[src/rtl/pco_bank_if.sv]
// Control and output bundle of the phase-controlled oscillator bank.
// The control side drives phase words and prescaler; the bank returns the waveforms.
interface pco_bank_if #(
    parameter int N_OSC = 4,
    parameter int PH_W  = 4,
    parameter int DIV_W = 8
);
    logic                    en;
    logic [DIV_W-1:0]        div;
    logic [N_OSC*PH_W-1:0]   phi_in;
    logic                    phi_load;
    logic                    busy;
    logic [N_OSC-1:0]        nout;
    logic [PH_W-1:0]         phase_cnt;
    logic                    tick;
    logic                    sync;

    modport master (
        output en, div, phi_in, phi_load,
        input  busy, nout, phase_cnt, tick, sync
    );

    modport slave (
        input  en, div, phi_in, phi_load,
        output busy, nout, phase_cnt, tick, sync
    );
endinterface

[src/rtl/pco_bank.sv]
// Bank of N_OSC 50%-duty square-wave oscillators sharing one prescaled phase counter.
// Phase words are double-buffered and only take effect at the period boundary.
module pco_bank #(
    parameter int N_OSC = 4,
    parameter int PH_W  = 4,
    parameter int DIV_W = 8
) (
    input  logic      clk,
    input  logic      rst_n,
    pco_bank_if.slave bus
);
    localparam logic [PH_W-1:0] PH_MAX = '1;

    logic [DIV_W-1:0]      cnt_q, cnt_d;
    logic [PH_W-1:0]       phase_q, phase_d;
    logic [N_OSC*PH_W-1:0] act_q, act_d;
    logic [N_OSC*PH_W-1:0] shadow_q, shadow_d;
    logic                  busy_q, busy_d;
    logic                  tick_q, sync_q;
    logic [N_OSC-1:0]      nout_q, nout_d;
    logic                  tick_ev;
    logic                  boundary;

    always_comb begin
        tick_ev  = bus.en && (cnt_q >= bus.div);
        boundary = tick_ev && (phase_q == PH_MAX);
        cnt_d    = cnt_q;
        phase_d  = phase_q;
        shadow_d = shadow_q;
        act_d    = act_q;
        busy_d   = busy_q;
        if (bus.en) begin
            cnt_d = tick_ev ? '0 : cnt_q + 1'b1;
        end
        if (tick_ev) begin
            phase_d = phase_q + 1'b1;
        end
        // A load that lands on the boundary bypasses the shadow wait entirely.
        if (bus.phi_load) begin
            shadow_d = bus.phi_in;
            if (boundary) begin
                act_d  = bus.phi_in;
                busy_d = 1'b0;
            end else begin
                busy_d = 1'b1;
            end
        end else if (boundary && busy_q) begin
            act_d  = shadow_q;
            busy_d = 1'b0;
        end
    end

    // High half of the period is where (phase - phi) has its MSB clear.
    generate
        for (genvar gi = 0; gi < N_OSC; gi++) begin : g_osc
            logic [PH_W-1:0] diff;
            assign diff       = phase_d - act_d[gi*PH_W +: PH_W];
            assign nout_d[gi] = ~diff[PH_W-1];
        end
    endgenerate

    always_ff @(posedge clk or negedge rst_n) begin
        if (!rst_n) begin
            cnt_q    <= '0;
            phase_q  <= '0;
            act_q    <= '0;
            shadow_q <= '0;
            busy_q   <= 1'b0;
            tick_q   <= 1'b0;
            sync_q   <= 1'b0;
            nout_q   <= '1;
        end else begin
            cnt_q    <= cnt_d;
            phase_q  <= phase_d;
            act_q    <= act_d;
            shadow_q <= shadow_d;
            busy_q   <= busy_d;
            tick_q   <= tick_ev;
            sync_q   <= boundary;
            nout_q   <= nout_d;
        end
    end

    assign bus.busy      = busy_q;
    assign bus.nout      = nout_q;
    assign bus.phase_cnt = phase_q;
    assign bus.tick      = tick_q;
    assign bus.sync      = sync_q;
endmodule
[src/flat_wrapper.sv]
// flat-port wrapper written by rule: the top's interface ports become plain ports
module pco_bank_flat 
#(
    parameter int N_OSC = 4,
    parameter int PH_W  = 4,
    parameter int DIV_W = 8
)
  (clk, rst_n, bus_en, bus_div, bus_phi_in, bus_phi_load, bus_busy, bus_nout, bus_phase_cnt, bus_tick, bus_sync);
  pco_bank_if #(.N_OSC(N_OSC), .PH_W(PH_W), .DIV_W(DIV_W)) bus_i ();
  input  logic clk;
  input  logic rst_n;
  input wire logic [$bits(bus_i.en)-1:0] bus_en;
  input wire logic [$bits(bus_i.div)-1:0] bus_div;
  input wire logic [$bits(bus_i.phi_in)-1:0] bus_phi_in;
  input wire logic [$bits(bus_i.phi_load)-1:0] bus_phi_load;
  output wire logic [$bits(bus_i.busy)-1:0] bus_busy;
  output wire logic [$bits(bus_i.nout)-1:0] bus_nout;
  output wire logic [$bits(bus_i.phase_cnt)-1:0] bus_phase_cnt;
  output wire logic [$bits(bus_i.tick)-1:0] bus_tick;
  output wire logic [$bits(bus_i.sync)-1:0] bus_sync;
  assign bus_i.en = bus_en;
  assign bus_i.div = bus_div;
  assign bus_i.phi_in = bus_phi_in;
  assign bus_i.phi_load = bus_phi_load;
  assign bus_busy = bus_i.busy;
  assign bus_nout = bus_i.nout;
  assign bus_phase_cnt = bus_i.phase_cnt;
  assign bus_tick = bus_i.tick;
  assign bus_sync = bus_i.sync;
  pco_bank #(.N_OSC(N_OSC), .PH_W(PH_W), .DIV_W(DIV_W)) u_core (.clk(clk), .rst_n(rst_n), .bus(bus_i));
endmodule
[config.mk]
export PLATFORM = sky130hd
export DESIGN_NAME = pco_bank_flat
export DESIGN_NICKNAME = d
export VERILOG_FILES = /design/src/rtl/pco_bank_if.sv /design/src/rtl/pco_bank.sv /design/src/flat_wrapper.sv
export SDC_FILE = /design/constraint.sdc
export NUM_CORES = 1
export LEC_CHECK = 0
export BUFFER_PORTS_ARGS = -buffer_cell sky130_fd_sc_hd__buf_2
export CAP_MARGIN = 20
export CORE_MARGIN = 1.5
export CORE_UTILIZATION = 50
export DETAILED_ROUTE_END_ITERATION = 12
export GPL_TIMING_DRIVEN = 0
export HOLD_SLACK_MARGIN = 0.1
export PLACE_DENSITY_LB_ADDON = 0.1
export RECOVER_POWER = 50
export REMOVE_ABC_BUFFERS = 1
export SKIP_CTS_REPAIR_TIMING = 1
export SLEW_MARGIN = 20
export SYNTH_ARGS = -nofsm -noshare
export SYNTH_HDL_FRONTEND = slang
export SYNTH_SLANG_ARGS = --single-unit
export TNS_END_PERCENT = 1
[constraint.sdc]
create_clock -name clk -period 3.9 [get_ports clk]
set_clock_uncertainty 0.2 [all_clocks]
set_input_delay 0.39 -clock clk [delete_from_list [all_inputs] [get_ports clk]]
set_output_delay 0.39 -clock clk [all_outputs]
set_load 0.01 [all_outputs]
Word-level counts from Yosys, hierarchy flattened --
Index checks and enable logic that the tools add are counted.
Word-level totals: register bits 51, latch bits 0, RAM bits 0, ROM bits 0, input port bits 28, output and inout bits 11, word-level logic and storage cells 32, memories kept 0
Operators by class: $add $sub $neg 6, multipliers 0, div/mod/pow operators 0, magnitude comparators 1, eq/ne operators 1, shifts and indexed selects 0, muxes and demuxes 8, bitwise logic cells 4, reductions and logical operators 4
Operators with widths (number):
- 2-to-1 mux 16 bit | 3
- subtractor 4 bit | 4
- adder 8 x 1 -> 8 bit, second input constant | 1
- >= comparator 8 bit | 1
- 2-to-1 mux 8 bit | 1
- adder 4 x 1 -> 4 bit, second input constant | 1
- equality test 4 bit, second input constant | 1
- 2-to-1 mux 4 bit | 1
- inverter 1 bit | 4
- logical AND 1 bit | 3
- 2-to-1 mux 1 bit | 3
- nonzero test 2 bit | 1

Depth between registers and ports, before layout --
Gate-level depths: netlist of run 1.
word-level depth 8, depth in mapped cells 15, gate-level depth less buffers 14

Worst setup path before layout of run 1 --
OpenSTA, ideal clock, no wires.
path kind reg-to-reg, start reg u_core.cnt_q[0], end reg u_core.nout_q[2] (netlist: u_core.bus.nout[2]), setup time 0.075 ns, arrival 2.784 ns, data required time 3.625 ns, path slack 0.841 ns, stages on the path, launching flop included 16, buffers on the path 2, clock period less this slack 3.059 ns, cells stage by stage dfrtp_1 -> inv_1 -> ha_1 -> nand2b_4 -> a2111oi_4 -> o31ai_2 -> buf_6 -> nand2_2 -> inv_2 -> buf_2 -> a31oi_1 -> o21ai_0 -> ha_1 -> o21ai_0 -> a32oi_1 -> xnor2_1
Between the ends: longest elaborated chain between the ends 8, elaborated cells on any way between the ends 10, classes of those cells 1 x add/sub; 1 x order compare; 4 x mux; 1 x bitwise; 3 x reduce/logical
Ends and longest elaborated chain:
- start, declared | RTL line pco_bank.sv:14 | logic [DIV_W-1:0] cnt_q, cnt_d;
- start signal, assigned | RTL line pco_bank.sv:73 | cnt_q <= cnt_d;
- >= comparator 8 bit * | RTL line pco_bank.sv:25 | tick_ev = bus.en && (cnt_q >= bus.div);
- logical AND 1 bit * | RTL line pco_bank.sv:25
- logical AND 1 bit * | RTL line pco_bank.sv:26 | boundary = tick_ev && (phase_q == PH_MAX);
- via u_core.boundary | RTL line pco_bank.sv:22 | logic boundary;
- logical AND 1 bit | RTL line pco_bank.sv:47 | end else if (boundary && busy_q) begin
- 2-to-1 mux 16 bit | RTL line pco_bank.sv:47
- 2-to-1 mux 16 bit * | RTL line pco_bank.sv:39 | if (bus.phi_load) begin
- subtractor 4 bit * | RTL line pco_bank.sv:57 | assign diff = phase_d - act_d[gi*PH_W +: PH_W];
- inverter 1 bit * | RTL line pco_bank.sv:58 | assign nout_d[gi] = ~diff[PH_W-1];
- via u_core.nout_d[2] | RTL line pco_bank.sv:20 | logic [N_OSC-1:0] nout_q, nout_d;
- end signal, assigned | RTL line pco_bank.sv:80 | nout_q <= nout_d;
- end, declared | RTL line pco_bank.sv:20
The timed path passes the listed nets; every way through them passes the cells marked *. A chain may end at the register's enable or synchronous reset.

Worst setup path after layout of run 1 --
start reg u_core.cnt_q[0], end reg u_core.nout_q[2] (netlist: u_core.bus.nout[2])
Between the ends: longest elaborated chain between the ends 8, elaborated cells on any way between the ends 10, classes of those cells 1 x add/sub; 1 x order compare; 4 x mux; 1 x bitwise; 3 x reduce/logical
Ends and longest elaborated chain (RTL line):
- >= comparator 8 bit * | pco_bank.sv:25
- logical AND 1 bit * | pco_bank.sv:25
- logical AND 1 bit | pco_bank.sv:26
- logical AND 1 bit | pco_bank.sv:47
- 2-to-1 mux 16 bit | pco_bank.sv:47
- 2-to-1 mux 16 bit | pco_bank.sv:39
- subtractor 4 bit * | pco_bank.sv:57
- inverter 1 bit * | pco_bank.sv:58
- via u_core.nout_d[2] | pco_bank.sv:20
Marked as above.

==> run summary, run 1 <==
Status - finished clean
Placeable Area - 5507 µm²
Worst Setup SP - u_core.cnt_q[0]
Post-synthesis register bit count - 51
Largest net degree at the start of global routing - 52
Critical path buffers and inverters - 2
DRT Wirelength - 5640 µm
Largest cells by area after synthesis - dfrtp_1 41%, ha_1 7.9%, o21ai_0 6.9%
Leakage - 1.481 nW
Layout Nets - 373
Final slew viol count - 0
Fin crit share - 0.9180
Yosys top cell area share - 0.4141
Crit end category - flip-flop
Cells along the critical path - inv_1, ha_1, nand2b_4, a2111oi_4, o31ai_4, nand2_2, inv_2, nand2_2, o22a_1, o21ai_0, ha_1, o21ai_0, a32oi_1, xnor2_1
GRT Residual Overflow - 0
First-pass GRT wire length - 9867 µm
IO Port Bufs - 38
CP delay by family, top - compound AO/OA/AOI/OAI gates
Post-synthesis sequential area ratio - 0.4511
Fillcell total - 508
DRT Pass-1 Iters - 4
Met1 usage - 0.2887
Synthesized instance count - 291
DR iter-0 viols - 178
Max-Cap Viols - 0
Max Freq - 0.2793 GHz
RSZ-0062 raised after global routing - no
WP data required - 3940 ps
Warnings, synthesis - 0
Slowest CP cell - a2111oi_4
Worst hold path depth - 3
Initial antenna violation count - 0
Global-route usage over all layers - 0.2078
Fin util - 0.5769
Mapped cell area - 2840 µm²
Met3 usage - 0.03605
R2r worst-path depth - 14
Post-detail-place hpwl - 3830 µm
Slew margin rel. - 0.1469
Gpl congestion - 0.7673
Worst min path class - in2reg
Vias - 2162
CTS buffer count - 5
Clock insertion delay at the later pin of the skew report - 310 ps
CTS Sinks - 51
Worst Tran Pin Value - 1280 ps
Layout area overhead - 11.85%
Chip width - 78.37 µm
FF-to-FF setup slack - 320 ps
Antenna diodes - 0
Routed WL per cell - 14.10 µm
Leading area contributor after synthesis - dfrtp_1
CTS tree - done
Htree depth - 2
Number of vias per cell - 5.405
Critical path arrival - 3620 ps
Vias in the first global route - 2105
Cell row count - 27
CP peak stage delay - 440 ps
Die boundary height - 78.37 µm
# IOs - 39
Top Usage Layer GRT - met2
Fin. Hold Viols - 0
Longest Clk Path Bufs - 2
Final min period - 3580 ps
WP depth - 14
DIE AREA - 6142 µm²
Synth cell types - 41
HP Start - bus_phi_in[1]
Pwr Total - 1.418 mW
Layout cells sized above 1 - 0.1982
Clock root buffer - clkbuf_8
Drc violations - 0
R2R Path Start - u_core.cnt_q[0]
Pwr Density - 446.4 nW/µm²
Avg Inst Size Synth - 9.760 µm²
Clk slew on worst S/H paths - 100 ps
Starting Density - 0.5158
Max FO, Critical Path - 19
Critical Path Start Type - flip-flop
Setup violators final - 0
CP Class - reg2reg
Met2 usage - 0.3304
Routed Antenna Nets - 0
Maximum vdd drop - 0.1952 mV
==> state kept, by name (all words and copies together), names as in the netlist <==
name                  cells
u_core.bus.nout           4
u_core.bus.sync           1
u_core.bus.busy           1
u_core.bus.tick           1
u_core.act_q             16
u_core.cnt_q              8
u_core.shadow_q          16
u_core.bus.phase_cnt      4
==> layout make-up <==
cell class / count / area (µm²) / share of cell area
clock inverters: 1 / 5.005 / 0.001575
flip-flops and latches: 51 / 1281 / 0.4033
repair buffers: 42 / 221.5 / 0.06971
inverters: 33 / 123.9 / 0.03899
well taps: 72 / 90.09 / 0.02836
clock buffers: 7 / 86.33 / 0.02718
multi-input cells: 194 / 1369 / 0.4309
==> worst reg2reg max path: stages, from the launching register on <==
cell and delay [ps]:
dfrtp_1 420, inv_1 140, ha_1 250, nand2b_4 150, a2111oi_4 440, o31ai_4 150
nand2_2 220, inv_2 190, nand2_2 200, o22a_1 180, o21ai_0 110, ha_1 320
o21ai_0 70, a32oi_1 300, xnor2_1 170
==> kinds of logic after synthesis <==
logic type,after synthesis,synth area share
mux,1,0.003964
simple gates,67,0.1128
compound gates,94,0.2295
flops,51,0.4511
buf+inv,46,0.07092
fa+ha+maj,18,0.07930
xor+xnor,14,0.05243
==> metal layers <==
layer  share of wire  vias up  wire length [µm]
li1                -     1097                 -
met1            0.48     1018              2710
met2            0.47       42              2650
met3           0.038        5               212
met4           0.012        0                67
met5               0        -                 0
==> synth_stat cells (all sizes together) <==
cell and number:
mux2 1, a21oi 2, o31a 1, a2111oi 1, o31ai 3, o22a 7, a21bo 2, o21ai 39
nand4 5, dfstp 4, nand2 24, a22o 1, buf 5, a31oi 7, xnor2 8, and2 9
nand2b 1, ha 18, nor2b 1, and4 1, a21o 1, and2b 1, dfrtp 47, a32oi 12
nor2 19, nand3 5, o211ai 8, xor2 6, inv 33, o21a 9, nor3 1, a22oi 1
clkbuf 8
==> final timing paths <==
kind                                      end
max                        u_core.bus.nout[2]
min                        u_core.shadow_q[1]
max reg2reg                u_core.bus.nout[2]
min reg2reg                   u_core.act_q[5]
max in group asynchronous     u_core.act_q[4]
min in group asynchronous     u_core.cnt_q[4]
==> placed cells by master, fill, tap and decap left out, types with 3 or more instances in the layout <==
master	netlist	routed
buf_2	3	36
o211ai_1	8	8
xor2_1	6	6
o21a_1	9	9
buf_4	0	3
o22a_1	7	7
ha_1	18	18
dfrtp_1	47	47
and2_1	8	8
nand2_1	23	22
nand4_1	5	5
nor2_1	19	19
a32oi_1	12	12
clkbuf_8	1	6
dfstp_2	4	4
a31oi_1	7	7
inv_1	32	32
o21ai_0	39	39
xnor2_1	6	6
nand3_1	5	5
==> where the power goes <==
part / total (mW) / switching [mW] / internal, mW
registers: 0.668 / 0.0603 / 0.607
logic: 0.435 / 0.243 / 0.193
clock network: 0.315 / 0.172 / 0.144
total: 1.42 / 0.475 / 0.943
==> metrics by stage <==
stage / setup TNS, ps / worst slack, ps / area, µm² / instances / hold WS (ps)
floorplan: 0 / 731.8 / 2763 / 278 / -105.6
global placement: -554.0 / -200.5 / 3043 / 388 / 290.3
detailed placement: -603.0 / -207.1 / 3045 / 388 / 271.3
CTS: -707.5 / -230.8 / 3137 / 396 / -62.72
global route: 0 / 90.31 / 3177 / 400 / 108.0
finish: 0 / 319.7 / 3177 / 400 / 105.4
Note: power is estimated with default switching activity, not from simulation.
==> run 2: changes to the inputs <==
--- a/config.mk
+++ b/config.mk
@@ -14,7 +14,6 @@
 export HOLD_SLACK_MARGIN = 0.1
 export PLACE_DENSITY_LB_ADDON = 0.1
 export RECOVER_POWER = 50
-export REMOVE_ABC_BUFFERS = 1
 export SKIP_CTS_REPAIR_TIMING = 1
 export SLEW_MARGIN = 20
 export SYNTH_ARGS = -nofsm -noshare
==> run summary, run 2 (synthesis results as in run 1) <==
Status - finished with violations
Failing checks - max-capacitance violations, max-slew violations
CP Class - reg2reg
Worst Tran Pin Value - 2760 ps (+1480 ps)
Fin. Hold Viols - 0 (unchanged)
Most common cell after layout, fill and taps aside - dfrtp_1
CTS tree - done
Drc violations - 0 (unchanged)
Number of vias per cell - 5.453 (+0.88%)
Slowest CP cell - dfrtp_1
Final slew viol count - 52 (+52)
Max Freq - 0.2759 GHz (-1.2%)
Clk slew on worst S/H paths - 100 ps (about the same)
Starting Density - 0.5158 (unchanged)
IO Port Bufs - 38 (unchanged)
Clock root buffer - clkbuf_8
R2R Path Start - u_core.cnt_q[0]
Layout Nets - 384 (+2.9%)
RSZ-0062 raised after global routing - no
Chip width - 78.37 µm (unchanged)
Setup violators final - 0 (unchanged)
Placeable Area - 5507 µm² (unchanged)
Pwr Density - 454.0 nW/µm² (+1.7%)
CTS Sinks - 51 (unchanged)
DIE AREA - 6142 µm² (unchanged)
Cell row count - 27 (unchanged)
Global-route usage over all layers - 0.2159 (+0.008042)
Cells along the critical path - inv_1, ha_1, nand2b_4, a2111oi_4, o31ai_2, buf_6, nand2_2, inv_2, buf_2, a31oi_2, o21ai_0, ha_1, o21ai_0, a32oi_1, xnor2_1
Maximum vdd drop - 0.1947 mV (-0.24%)
Post-detail-place hpwl - 4433 µm (+16%)
Max FO, Critical Path - 10 (-9)
CP peak stage delay - 420 ps (-20 ps)
Hold EP - u_core.shadow_q[1]
CP delay by family, top - compound AO/OA/AOI/OAI gates
HP Start - bus_phi_in[1]
R2r worst-path depth - 15 (+1)
Longest Clk Path Bufs - 2 (unchanged)
Gpl congestion - 0.7705 (+0.42%)
Leakage - 1.509 nW (+1.9%)
Clock insertion delay at the later pin of the skew report - 300 ps (about the same)
R2r endpoint - u_core.bus.nout[2]
Most frequent cells in the layout - 47 x dfrtp_1, 39 x o21ai_0, 36 x buf_2
Crit end category - flip-flop
Fillcell total - 508 (unchanged)
Final min period - 3624 ps (+43.86 ps)
CTS buffer count - 5 (unchanged)
Vias in the first global route - 2130 (+1.2%)
Layout area overhead - 14.67%
FF-to-FF setup slack - 280 ps (-40 ps)
WP data required - 3930 ps (about the same)
First-pass GRT wire length - 10320 µm (+4.6%)
Critical path arrival - 3650 ps (+30 ps)
Initial antenna violation count - 0 (unchanged)
Largest net degree at the start of global routing - 52 (unchanged)
Routed WL per cell - 14.94 µm (+5.9%)
# IOs - 39 (unchanged)
Layout cells sized above 1 - 0.1917 (-0.006430)
Max-Cap Viols - 1 (+1)
Largest registers - u_core.act_q x16, u_core.shadow_q x16, u_core.cnt_q x8
Antenna diodes - 0 (unchanged)
Routed Antenna Nets - 0 (unchanged)
DR iter-0 viols - 144 (-19%)
Htree depth - 2 (unchanged)
Die boundary height - 78.37 µm (unchanged)
Worst min path class - in2reg
GRT Residual Overflow - 0 (unchanged)
Syn nets - 337
Critical Path Start Type - flip-flop
DRT Wirelength - 6139 µm (+8.8%)
Critical path buffers and inverters - 4 (+2)
Fin crit share - 0.9293 (+0.01125)
Pre-CTS setup slack - 300.1 ps (+507.2 ps)
Slew margin rel. - -0.8400 (-0.9869)
Worst hold path depth - 3 (unchanged)
Setup slack after layout - 275.8 ps (-43.86 ps)
DRT Pass-1 Iters - 4 (unchanged)
Setup TNS - 0 ps (unchanged)
Vias - 2241 (+3.7%)
-- run 2: report_power, final --
part | switching (mW) | internal (mW) | total (mW) | leakage [nW]
Sequential | 0.0585 | 0.607 | 0.666 | 0.654
Clock | 0.183 | 0.195 | 0.378 | 0.0587
Combinational | 0.242 | 0.193 | 0.435 | 0.796
Total | 0.484 | 0.995 | 1.48 | 1.51
-- run 2: per-layer routing --
layer	share of wire	vias up	global-route usage
li1	-	1118	-
met1	0.48	1081	0.3009
met2	0.47	36	0.3452
met3	0.034	6	0.03837
met4	0.0090	0	0.06250
met5	0	-	0
-- run 2: cell type report --
class	count	area, µm²	area share
clock inverter	3	47.55	0.01460
sequential	51	1281	0.3934
multi-input combinational	194	1364	0.4187
tap	72	90.09	0.02766
timing repair buffer	40	203.9	0.06262
inverter	33	123.9	0.03803
clock buffer	5	68.82	0.02113
buffer	13	77.57	0.02382
-- run 2: worst min-delay path, cell delays in order --
cell and delay, ps:
buf_2 90, nand2_1 40, o21ai_0 60
-- run 2: worst max path at each step --
stage / from / endpoint / slack [ps] / cells past startpoint
4_1_cts: u_core.cnt_q[0] / u_core.bus.nout[0] / 290 / 15
2_1_floorplan: u_core.cnt_q[0] / u_core.bus.nout[2] / 840 / 15
5_1_grt: u_core.cnt_q[0] / u_core.bus.nout[3] / 3 / 15
6_report: u_core.cnt_q[0] / u_core.bus.nout[2] / 280 / 15
3_5_place_dp: bus_div[0] / u_core.bus.nout[0] / 300 / 15
3_3_place_gp: u_core.cnt_q[0] / u_core.bus.nout[3] / 310 / 15
-- run 2: per-stage QoR --
stage / area (µm²) / hold WS (ps) / total power [mW] / utilization / cells
detailed placement: 3123 / 265.8 / 1.115 / 0.5671 / 401
finish: 3257 / 102.6 / 1.479 / 0.5915 / 411
global placement: 3120 / 295.8 / 1.101 / 0.5667 / 401
floorplan: 2840 / -105.6 / 0.9769 / - / 291
global route: 3257 / 122.2 / 1.593 / 0.5915 / 411
CTS: 3239 / -79.23 / 1.501 / 0.5883 / 409
==> run 3: changes to the inputs <==
--- a/config.mk
+++ b/config.mk
@@ -12,6 +12,7 @@
 export DETAILED_ROUTE_END_ITERATION = 12
 export GPL_TIMING_DRIVEN = 0
 export HOLD_SLACK_MARGIN = 0.1
+export MAX_ROUTING_LAYER = met4
 export PLACE_DENSITY_LB_ADDON = 0.1
 export RECOVER_POWER = 50
 export SKIP_CTS_REPAIR_TIMING = 1
==> run summary, run 3 (synthesis results as in run 1) <==
Maximum vdd drop - 0.1949 mV (+0.10%)
Layout cells sized above 1 - 0.1917 (unchanged)
First-pass GRT wire length - 10320 µm (unchanged)
WL met1 - 3002 µm (+0.98%)
Worst hold path depth - 3 (unchanged)
Fin crit share - 0.9290 (about the same)
Longest Clk Path Bufs - 2 (unchanged)
Die boundary height - 78.37 µm (unchanged)
Final min period - 3623 ps (-0.9510 ps)
Routed Antenna Nets - 0 (unchanged)
P_int - 0.9946 mW (about the same)
Met2 WL - 2910 µm (+0.24%)
CTS Sinks - 51 (unchanged)
Pre-CTS setup slack - 300.1 ps (unchanged)
Leakage - 1.509 nW (unchanged)
Placed cell areas - 3123 µm² (unchanged)
Antenna diodes - 0 (unchanged)
Layout Nets - 384 (unchanged)
Clock root buffer - clkbuf_8
Routed wl met3 - 233 µm (+13%)
Chip width - 78.37 µm (unchanged)
CTS tree - done
Placeable Area - 5507 µm² (unchanged)
Max-Cap Viols - 1 (unchanged)
Status - finished with violations
Starting Density - 0.5158 (unchanged)
Setup TNS - 0 ps (unchanged)
Htree depth - 2 (unchanged)
Worst Tran Pin Value - 2762 ps (+1.949 ps)
Critical Path Start Type - flip-flop
Sw Pwr - 0.4850 mW (+0.18%)
Most frequent cells in the layout - 47 x dfrtp_1, 39 x o21ai_0, 36 x buf_2
Cell row count - 27 (unchanged)
Post-layout instance area - 3257 µm² (unchanged)
Syn nets - 337 (unchanged)
Global-route usage over all layers - 0.2215 (+0.005568)
Final cell count without fillers - 411 (unchanged)
Cells along the critical path - inv_1, ha_1, nand2b_4, a2111oi_4, o31ai_2, buf_6, nand2_2, inv_2, nand2_1, o22a_1, o21ai_0, ha_1, o21ai_0, a32oi_1, xnor2_1
Setup slack after layout - 276.8 ps (+0.9510 ps)
Switching share of total power - 0.3278 (+0.0003821)
CP delay by family, top - compound AO/OA/AOI/OAI gates
Fin util - 0.5915 (unchanged)
DRT Wirelength - 6200 µm (+0.99%)
Critical path arrival - 3650 ps (about the same)
Gpl congestion - 0.7808 (+1.3%)
DIE AREA - 6142 µm² (unchanged)
R2r worst-path depth - 15 (unchanged)
Largest net degree at the start of global routing - 52 (unchanged)
Worst min path class - in2reg
Clk slew on worst S/H paths - 100 ps (about the same)
Most common cell after layout, fill and taps aside - dfrtp_1
Clock insertion delay at the later pin of the skew report - 300 ps (about the same)
# IOs - 39 (unchanged)
Pwr Density - 454.3 nW/µm² (about the same)
WP depth - 15 (unchanged)
Clock group share of total power - 0.255 (about the same)
CTS buffer count - 5 (unchanged)
Critical path buffers and inverters - 3 (-1)
Routed WL per cell - 15.09 µm (+0.99%)
Fin. Hold Viols - 0 (unchanged)
Top Layer Used - met4
Final slew viol count - 52 (unchanged)
Failing checks - max-capacitance violations, max-slew violations
Placed cell count - 401 (unchanged)
IO Port Bufs - 38 (unchanged)
Post-detail-place hpwl - 4433 µm (unchanged)
WP data required - 3930 ps (about the same)
Combinational Power Share - 0.295 (about the same)
Largest registers - u_core.act_q x16, u_core.shadow_q x16, u_core.cnt_q x8
Sequential share of power - 0.450 (about the same)
Max Freq - 0.2760 GHz (about the same)
Slew margin rel. - -0.8413 (-0.001299)
Number of vias per cell - 5.506 (+0.98%)
Vias - 2263 (+0.98%)
RSZ-0062 raised after global routing - no
Drc violations - 0 (unchanged)
Vias in the first global route - 2136 (+0.28%)
DR iter-0 viols - 161 (+12%)
Initial antenna violation count - 0 (unchanged)
Max FO, Critical Path - 10 (unchanged)
Crit end category - flip-flop
Layout area overhead - 14.67% (unchanged)
Slowest CP cell - dfrtp_1
GRT Residual Overflow - 0 (unchanged)
Setup violators final - 0 (unchanged)
CP Class - reg2reg
DRT Pass-1 Iters - 5 (+1)
CP peak stage delay - 420 ps (about the same)
run 3: cell counts in the layout (fill, tap and decap cells not counted):
Identical to the previous run, type by type.
run 3: power by group through the flow:
| stage | clock network, mW | logic (mW) | registers [mW] |
|---|---|---|---|
| floorplan | 0 | 0.299 | 0.678 |
| global placement | 0 | 0.424 | 0.677 |
| detailed placement | 0 | 0.438 | 0.677 |
| CTS | 0.392 | 0.441 | 0.667 |
| global route | 0.410 | 0.504 | 0.678 |
| finish | 0.377 | 0.436 | 0.666 |
run 3: per-layer routing:
metal | up-vias | track usage
met5 | - | -
met4 | 0 | 0.06250
met3 | 6 | 0.03837
met2 | 61 | 0.3478
met1 | 1078 | 0.2972
li1 | 1118 | -
run 3: layout make-up:
| type | instances | area, µm² |
|---|---|---|
| Sequential cell | 51 | 1281 |
| Timing Repair Buffer | 40 | 203.9 |
| Clock buffer | 5 | 68.82 |
| Inverter | 33 | 123.9 |
| Tap cell | 72 | 90.09 |
| Buffer | 13 | 77.57 |
| Fill cell | 508 | 2250 |
| Multi-Input combinational cell | 194 | 1364 |
| Clock inverter | 3 | 47.55 |
run 3: worst paths after layout:
path,endpoint,slack [ps],startpoint
min in group asynchronous,u_core.shadow_q[11],1310,rst_n
max,u_core.bus.nout[2],280,u_core.cnt_q[0]
min,u_core.shadow_q[1],100,bus_phi_in[1]
max in group asynchronous,u_core.cnt_q[3],640,rst_n
min reg2reg,u_core.shadow_q[3],320,u_core.shadow_q[3]
max reg2reg,u_core.bus.nout[2],280,u_core.cnt_q[0]
run 3: tightest hold or removal path, stage by stage:
cell	delay, ps
buf_2	90
nand2_1	40
o21ai_0	60
run 3: metrics by stage:
stage          total power [mW]  hold WS (ps)
6_report                  1.480         102.3
5_1_grt                   1.593         122.2
4_1_cts                   1.501        -79.23
3_5_place_dp              1.115         265.8
3_3_place_gp              1.101         295.8
2_1_floorplan            0.9769        -105.6
